### config.mk
export PLATFORM = sky130hd
export DESIGN_NAME = lif_scheduler
export DESIGN_NICKNAME = d
export VERILOG_FILES = /design/src/rtl/lif_scheduler.sv
export SDC_FILE = /design/constraint.sdc
export NUM_CORES = 1
export LEC_CHECK = 0
export ABC_AREA = 1
export CAP_MARGIN = 30
export CORE_MARGIN = 2
export CORE_UTILIZATION = 57
export DETAILED_ROUTE_END_ITERATION = 10
export HOLD_SLACK_MARGIN = 0.08
export PLACE_DENSITY_LB_ADDON = 0.05
export SLEW_MARGIN = 20
export SYNTH_ARGS = -nofsm -noshare
export SYNTH_HDL_FRONTEND = slang
export SYNTH_SLANG_ARGS = --single-unit
### constraint.sdc
create_clock -name clk -period 4.4 [get_ports clk]
set_input_delay 0.66 -clock clk [delete_from_list [all_inputs] [get_ports clk]]
set_output_delay 0.66 -clock clk [all_outputs]
set_load 0.01 [all_outputs]
### src/rtl/lif_scheduler.sv
// Time-multiplexed leaky integrate-and-fire layer: one shared datapath walks N membrane states per timestep.
// Optional refractory period per neuron is enabled with `define LIF_SCHED_REFRACTORY_EN.
module lif_scheduler #(
    parameter int N_NEURONS = 4,
    parameter int WIDTH     = 8
) (
    input  logic                         clk,
    input  logic                         rst,
    input  logic                         start,
    input  logic [2:0]                   beta,
    input  logic [WIDTH-1:0]             threshold,
    output logic [$clog2(N_NEURONS)-1:0] cur_idx,
    input  logic [WIDTH-1:0]             cur_data,
    output logic                         spike_valid,
    output logic [$clog2(N_NEURONS)-1:0] spike_idx,
    input  logic                         spike_ready,
    output logic                         busy,
    output logic                         done,
    input  logic [$clog2(N_NEURONS)-1:0] mem_sel,
    output logic [WIDTH-1:0]             mem_out
);

    localparam int IW = $clog2(N_NEURONS);

    typedef enum logic [1:0] {IDLE, RUN, EMIT, DONE} state_e;

    state_e            fsm_q;
    logic [IW-1:0]     idx_q;
    logic [WIDTH-1:0]  mem_q [N_NEURONS];
    logic              spikeValid_q;
    logic [IW-1:0]     spikeIdx_q;
    logic              busy_q;
    logic              done_q;
    logic [WIDTH-1:0]  memOut_q;
`ifdef LIF_SCHED_REFRACTORY_EN
    logic [N_NEURONS-1:0] refr_q;
`endif

    logic [WIDTH-1:0]  curState;
    logic [WIDTH-1:0]  leak;
    logic [WIDTH:0]    sumWide;
    logic [WIDTH-1:0]  mem_d;
    logic              fire;
    logic              skip;
    logic              lastIdx;
    state_e            advFsm_d;
    logic [IW-1:0]     advIdx_d;

    // Shared datapath: the extra sum bit catches overflow so it can saturate instead of wrapping.
    always_comb begin
        curState = mem_q[idx_q];
        leak     = (beta == 3'd0) ? '0 : (curState >> beta);
        sumWide  = {1'b0, curState} - {1'b0, leak} + {1'b0, cur_data};
        mem_d    = sumWide[WIDTH] ? '1 : sumWide[WIDTH-1:0];
        fire     = (mem_d >= threshold);
        lastIdx  = (idx_q == IW'(N_NEURONS - 1));
        advFsm_d = lastIdx ? DONE : RUN;
        advIdx_d = lastIdx ? idx_q : idx_q + 1'b1;
`ifdef LIF_SCHED_REFRACTORY_EN
        skip     = refr_q[idx_q];
`else
        skip     = 1'b0;
`endif
    end

    always_ff @(posedge clk) begin
        if (rst) begin
            fsm_q        <= IDLE;
            idx_q        <= '0;
            spikeValid_q <= 1'b0;
            spikeIdx_q   <= '0;
            busy_q       <= 1'b0;
            done_q       <= 1'b0;
            memOut_q     <= '0;
            for (int n = 0; n < N_NEURONS; n++) begin
                mem_q[n] <= '0;
            end
`ifdef LIF_SCHED_REFRACTORY_EN
            refr_q       <= '0;
`endif
        end else begin
            memOut_q <= mem_q[mem_sel];
            done_q   <= 1'b0;
            case (fsm_q)
                IDLE: begin
                    if (start) begin
                        idx_q  <= '0;
                        fsm_q  <= RUN;
                        busy_q <= 1'b1;
                    end
                end
                RUN: begin
                    // A refractory neuron still consumes its slot but keeps its zeroed state.
                    if (skip) begin
`ifdef LIF_SCHED_REFRACTORY_EN
                        refr_q[idx_q] <= 1'b0;
`endif
                        fsm_q  <= advFsm_d;
                        idx_q  <= advIdx_d;
                        busy_q <= !lastIdx;
                        done_q <= lastIdx;
                    end else if (fire) begin
                        mem_q[idx_q] <= '0;
                        spikeValid_q <= 1'b1;
                        spikeIdx_q   <= idx_q;
                        fsm_q        <= EMIT;
`ifdef LIF_SCHED_REFRACTORY_EN
                        refr_q[idx_q] <= 1'b1;
`endif
                    end else begin
                        mem_q[idx_q] <= mem_d;
                        fsm_q        <= advFsm_d;
                        idx_q        <= advIdx_d;
                        busy_q       <= !lastIdx;
                        done_q       <= lastIdx;
                    end
                end
                EMIT: begin
                    if (spike_ready) begin
                        spikeValid_q <= 1'b0;
                        fsm_q        <= advFsm_d;
                        idx_q        <= advIdx_d;
                        busy_q       <= !lastIdx;
                        done_q       <= lastIdx;
                    end
                end
                DONE: begin
                    fsm_q <= IDLE;
                end
                default: begin
                    fsm_q <= IDLE;
                end
            endcase
        end
    end

    assign cur_idx     = idx_q;
    assign spike_valid = spikeValid_q;
    assign spike_idx   = spikeIdx_q;
    assign busy        = busy_q;
    assign done        = done_q;
    assign mem_out     = memOut_q;

endmodule

==> results of run 1 <==
## kinds of logic after synthesis
family,after synthesis
xor+xnor,3
simple gates,223
compound gates,74
buf+inv,92
fa+ha+maj,29
flops,51
other cells,1
## power groups by stage
stage | clock network [µW] | registers [µW] | logic, µW
floorplan | 0 | 583 | 517
global placement | 0 | 581 | 847
detailed placement | 0 | 581 | 860
CTS | 302 | 570 | 866
global route | 318 | 576 | 1130
finish | 302 | 571 | 1020
## per-stage QoR
stage	total power [µW]	util [%]
floorplan	1100	-
global placement	1430	71.4
detailed placement	1440	71.4
CTS	1740	73.2
global route	2020	77.7
finish	1890	77.7
## final timing paths
check / cells after the start / end / slack, ns
setup / recovery: 25 / mem_q[0][0] / 0.11
hold reg to reg: 2 / busy / 0.47
hold / removal: 2 / busy / 0.47
setup reg to reg: 29 / mem_q[0][0] / 0.17
## routing by layer
metal | vias to the layer above | share of wire, % | GRT usage [%]
li1 | 1661 | - | -
met1 | 1492 | 45 | 35.1
met2 | 114 | 48 | 43.6
met3 | 10 | 6.1 | 5.00
met4 | 0 | 0.80 | 4.33
met5 | - | 0 | 0
## timing repair
action	CTS	global route
pin swaps	0	6
buffers inserted	0	5
gates resized for setup	1	57
endpoints found under the setup margin	33	43
## cell type report
cell class	count	area (µm²)	share of cell area, %
Multi-Input combinational cell	330	1980	43.1
Sequential cell	51	1340	29.2
Timing Repair Buffer	86	774	16.8
Inverter	80	308	6.69
Clock buffer	7	96.3	2.09
Tap cell	75	93.8	2.04
Clock inverter	1	6.26	0.136
## cells in the final DEF (no fill, tap or decap), types with 2 or more instances in the layout
cell and instances:
sky130_fd_sc_hd__clkdlybuf4s50_1 38, sky130_fd_sc_hd__buf_12 2, sky130_fd_sc_hd__nor2_1 68, sky130_fd_sc_hd__o21a_1 2, sky130_fd_sc_hd__a21oi_2 5, sky130_fd_sc_hd__nand2_2 9
sky130_fd_sc_hd__nor2_2 5, sky130_fd_sc_hd__xor2_1 3, sky130_fd_sc_hd__clkbuf_8 7, sky130_fd_sc_hd__buf_4 44, sky130_fd_sc_hd__ha_1 16, sky130_fd_sc_hd__o21ai_0 26
sky130_fd_sc_hd__a21oi_1 25, sky130_fd_sc_hd__nand2_4 10, sky130_fd_sc_hd__inv_1 77, sky130_fd_sc_hd__nand2_1 97, sky130_fd_sc_hd__nand3_2 2, sky130_fd_sc_hd__inv_4 2
sky130_fd_sc_hd__o21ai_2 4, sky130_fd_sc_hd__o21ai_1 6, sky130_fd_sc_hd__nor3_1 2, sky130_fd_sc_hd__nand3_1 24, sky130_fd_sc_hd__fa_1 7, sky130_fd_sc_hd__ha_4 5
sky130_fd_sc_hd__dfxtp_1 18, sky130_fd_sc_hd__nand4_1 2, sky130_fd_sc_hd__edfxtp_1 32
## state kept, by name, summed over array words and instances, names as in the netlist, named ones only
name,count
busy,1
cur_idx,2
done,1
fsm_q,2
mem_out,8
mem_q,32
spike_idx,2
spike_valid,1
## worst max-delay path: cells and delay by family
kind / cells / cell delay (ns)
simple gates: 11 / 0.98
fa+ha+maj: 3 / 1.13
buf+inv: 6 / 0.90
compound gates: 5 / 0.77
==> results.json, run 1 <==
{
  "final_total_negative_setup_slack_ns": 0,
  "achievable-frequency_mhz": 233,
  "synth-async-reset-ratio_pct": 0,
  "dominantRegCellSynth": "sky130_fd_sc_hd__edfxtp_1",
  "ys_warn_count": 0,
  "setup_crit_start_kind": "input port",
  "netlist_instances": 473,
  "clkSinkCount": 51,
  "clockPowerShare_pct": 16.0,
  "synth_cell_types": 32,
  "clock_latency_ns": 0.32,
  "sw_frac_of_total_pct": 38.4,
  "synth.area.top_cells": "sky130_fd_sc_hd__edfxtp_1, sky130_fd_sc_hd__nand2_1, sky130_fd_sc_hd__dfxtp_1",
  "timing.critical_path.from": "beta[1]",
  "report.final.slew_viol_count": 0,
  "synthDominantAreaCellType": "sky130_fd_sc_hd__edfxtp_1",
  "initial_drt_pass_iterations": 5,
  "period_minus_slack_ns": 4.29,
  "pwr-share-seq_pct": 30.2,
  "power.combinational.fraction_pct": 53.8,
  "combinational_family_with_the_most_area_after_synthesis": "simple AND/OR/NAND/NOR gates",
  "timing.max_cap.violations": 0,
  "via_count_normalized_by_instance_count": 5.20,
  "crit_fanout": 8,
  "number_of_buffers_inserted_for_hold_repair_after_clock_tree_synthesis": 0,
  "grt_remaining_overflow": 0,
  "tritoncts.num_buffers": 5,
  "outcome": "finished, final reports clean",
  "min_path_type": "reg -> reg",
  "top_cells_by_count_synth": "sky130_fd_sc_hd__nand2_1, sky130_fd_sc_hd__inv_1, sky130_fd_sc_hd__nor2_1",
  "wl_per_cell_um": 13.6,
  "max-slew-margin-rel_pct": 49.4,
  "synthXorXnorAreaFrac_pct": 0.751,
  "tritoncts": "yes",
  "worst_path_largest_cell_delay_ns": 0.48,
  "syn-num-nets": 527,
  "clock_tree.buffer_depth": 2,
  "post_route_antenna_net_violation_count": 0,
  "pre_cts_ws_ns": -0.394,
  "dpl_cell_area_um2": 4230,
  "die_h_um": 82.3,
  "ctsHtreeMaxLevel": 2,
  "grt_first_pass_wirelength_um": 13200,
  "final_cell_area_um2": 4600,
  "num_vias": 3277,
  "vdd_ir_max_mv": 0.272,
  "num-fill-cells": 416,
  "timing.final.hold_violations": 0,
  "synth-compound-area-share_pct": 11.4,
  "post-route-worst-setup-slack_ns": 0.109,
  "die_width_um": 82.3,
  "worst-slew-pin-transition_ns": 0.757,
  "layout_worst_path_cycle_share_pct": 97.5,
  "simple_logic_cell_fraction_of_the_synthesized_area_pct": 26.2,
  "worst-setup-path-type": "in -> reg",
  "placedCellCount": 617,
  "post_route_cells_drive_above_1_share_pct": 18.7,
  "power_density_nw_per_um2": 410,
  "clkTransAtPathRegs_ns": 0.09,
  "initial_utilization_pct": 59.1,
  "finalSetupViolations": 0,
  "worstPathArrival_ns": 4.45,
  "core_area_um2": 5920,
  "dpl.hpwl_um": 6300,
  "clock_tree.root_cell": "sky130_fd_sc_hd__clkbuf_8",
  "crit_path_required_time_ns": 4.56,
  "synth_top_area_share_pct": 27.5,
  "cp_slowest_cell": "sky130_fd_sc_hd__fa_1",
  "synth_adder_area_share_pct": 12.1,
  "stdcell_count": 630,
  "ios": 40,
  "grt_pass1_vias": 2902,
  "placement_row_count": 28,
  "synth.most_common_cell": "sky130_fd_sc_hd__nand2_1",
  "synth_enable_flop_cells": 32,
  "drt_first_iter_violations": 270,
  "total_wirelength_um": 8580,
  "min_from": "busy",
  "grt_max_degree": 19,
  "floorplan_die_area_um2": 6780,
  "flow.area_growth_from_synthesis_pct": 31.6,
  "place_congestion": 0.905,
  "buffer_ports.inserted": 39,
  "finalHoldWorstSlack_ns": 0.468,
  "grt.total_usage_pct": 25.8,
  "cp-end-kind": "flop",
  "drc": 0,
  "switchingPower_uw": 725,
  "avgSynthCellArea_um2": 7.39,
  "synth.mux.area_fraction_pct": 0,
  "seq_area_frac_synth_pct": 38.4,
  "antenna_found_initial": 0,
  "p_leak_uw": 0.00217,
  "antenna-diode-count": 0,
  "internal_power_uw": 1160,
  "nNetsFinal": 608,
  "critical_path.most_common_cell": "sky130_fd_sc_hd__nand2_1",
  "clock-skew-final_ns": 0.0134,
  "synthesis.area_um2": 3500,
  "synth_seq_cells": 51
}
Note: power is estimated with default switching activity, not from simulation.
==> run 2, diff against run 1 <==
--- a/config.mk
+++ b/config.mk
@@ -7,7 +7,6 @@
 export LEC_CHECK = 0
 export ABC_AREA = 1
 export CAP_MARGIN = 30
-export CORE_MARGIN = 2
 export CORE_UTILIZATION = 57
 export DETAILED_ROUTE_END_ITERATION = 10
 export HOLD_SLACK_MARGIN = 0.08
==> run 2 against run 1 <==
- sequential cell count unchanged
- maximum frequency is 1.5% lower
- largest power group unchanged
- wire length rose by 15%
- worst setup slack lost 0.067 ns
- die area decreased by 4.8%
==> results.json, run 2 (same netlist as run 1, synthesis figures left out) <==
{
  "period_minus_slack_ns": 4.36,
  "finalHoldWorstSlack_ns": 0.466,
  "grt_pass1_vias": 3060,
  "initial_utilization_pct": 59.1,
  "num-fill-cells": 360,
  "clock_latency_ns": 0.30,
  "timing.max_cap.violations": 0,
  "placement_row_count": 28,
  "grt_remaining_overflow": 0,
  "cp-end-kind": "flop",
  "power_density_nw_per_um2": 421,
  "total_wirelength_um": 9830,
  "flow.area_growth_from_synthesis_pct": 40.0,
  "worst_path_largest_cell_delay_ns": 0.51,
  "buffer_ports.inserted": 39,
  "post_route_cells_drive_above_1_share_pct": 25.7,
  "clkSinkCount": 51,
  "tritoncts.num_buffers": 5,
  "floorplan_die_area_um2": 6450,
  "worstPathArrival_ns": 4.50,
  "min_path_type": "reg -> reg",
  "vdd_ir_max_mv": 0.317,
  "final_common_cell": "sky130_fd_sc_hd__nand2_1",
  "via_count_normalized_by_instance_count": 5.53,
  "finalSetupViolations": 0,
  "place_congestion": 0.895,
  "multiInputGateArea_um2": 2180,
  "drt_first_iter_violations": 255,
  "tritoncts": "yes",
  "area.sequential_um2": 1350,
  "wl_per_cell_um": 15.5,
  "pre_cts_ws_ns": -0.413,
  "ctsHtreeMaxLevel": 2,
  "clock-skew-final_ns": 0.00315,
  "largest_reg_flops": 32,
  "grt_max_degree": 19,
  "layout_worst_path_cycle_share_pct": 99.1,
  "clock_tree.root_cell": "sky130_fd_sc_hd__clkbuf_8",
  "most-common-layout-cells": "sky130_fd_sc_hd__nand2_1, sky130_fd_sc_hd__inv_1, sky130_fd_sc_hd__nor2_1",
  "core_area_um2": 5920,
  "antenna-diode-count": 0,
  "antenna_found_initial": 0,
  "dpl.hpwl_um": 6470,
  "clock_tree.buffer_depth": 2,
  "crit_path_required_time_ns": 4.54,
  "clkTransAtPathRegs_ns": 0.09,
  "post-route-worst-setup-slack_ns": 0.0417,
  "nNetsFinal": 614,
  "num_vias": 3517,
  "initial_drt_pass_iterations": 5,
  "crit_fanout": 8,
  "achievable-frequency_mhz": 229,
  "cp_slowest_cell": "sky130_fd_sc_hd__fa_1",
  "grt_first_pass_wirelength_um": 13500,
  "setup_crit_start_kind": "input port",
  "path_cells": "clkdlybuf4s50_1, inv_2, nand3_2, nand2_2, buf_4, nor2_2, fa_1, inv_1, ha_1, nand2_1, o21a_1, nand2_1, nand2_2, nand2_4, nand2_2, ha_1, a21oi_1, o21a_1, nand2_4, nor2_8, buf_12, nand2_4, nor2_1",
  "worst-setup-path-type": "in -> reg",
  "max-slew-margin-rel_pct": 45.3,
  "drc": 0,
  "worst-slew-pin-transition_ns": 0.818,
  "largest-register": "mem_q",
  "timing.final.hold_violations": 0,
  "ios": 40,
  "report.final.slew_viol_count": 0,
  "die_width_um": 80.3,
  "outcome": "finished, final reports clean",
  "grt.total_usage_pct": 27.9,
  "post_route_antenna_net_violation_count": 0,
  "utilization_pct": 82.7,
  "die_h_um": 80.3,
  "p_leak_uw": 0.00224
}
[run 2: cell types whose count changed in the layout (fill, tap and decap cells not counted), moves of 4 or more]
cell	previous run	this run
sky130_fd_sc_hd__nor2_1	68	57
sky130_fd_sc_hd__ha_1	16	11
sky130_fd_sc_hd__inv_1	77	73
sky130_fd_sc_hd__ha_4	5	9
sky130_fd_sc_hd__nand2_2	9	14
sky130_fd_sc_hd__nand2_1	97	88
sky130_fd_sc_hd__nor2_2	5	17
sky130_fd_sc_hd__inv_2	1	5
sky130_fd_sc_hd__nand2_8	0	6
[run 2: final cells by class]
cell class                      count  share of cell area (%)
Clock buffer                        8                    2.04
Inverter                           80                    6.34
Multi-Input combinational cell    330                    44.5
Sequential cell                    51                    27.5
Tap cell                           75                    1.92
Timing Repair Buffer               92                    17.7
[run 2: power breakdown]
| part | switching (µW) | internal [µW] | leakage [µW] | total, µW |
|---|---|---|---|---|
| registers | 22.7 | 550 | 0.000489 | 573 |
| clock network | 148 | 144 | 0.0000515 | 292 |
| logic | 660 | 535 | 0.00170 | 1200 |
| total | 831 | 1230 | 0.00224 | 2060 |
[run 2: final timing paths]
kind	start	endpoint	slack, ns	cells past startpoint
min reg2reg	busy	busy	0.47	2
max	beta[2]	mem_q[1][0]	0.04	23
max reg2reg	flop	mem_q[1][0]	0.09	27
min	busy	busy	0.47	2
[run 2: per-stage QoR]
stage	std cells	area (µm²)	power (µW)	setup TNS, ns
floorplan	473	3500	1100	0
global placement	618	4250	1430	-10.69
detailed placement	618	4250	1450	-14.74
CTS	626	4350	1740	0
global route	636	4890	2180	-5.60
finish	636	4890	2060	0
[run 2: timing repair]
item,4_1_cts,5_1_grt
hold buffers,0,0
buffers inserted,0,9
resized for setup,2,105
pin swaps,0,32
cloned,0,1
setup endpoints to repair,40,43
[run 2: worst max-delay path: cells and delay by family]
family | cells | cell delay [ns]
simple gates | 12 | 1.16
compound gates | 3 | 0.56
buf+inv | 5 | 0.94
fa+ha+maj | 3 | 1.15
[run 2: metal layers]
metal  vias up  wire, µm  track usage (%)
met4         0       376             11.8
met1      1627      4090             36.1
met5         -         0                0
li1       1672         -                -
met3        39       657             3.86
met2       179      4710             46.8
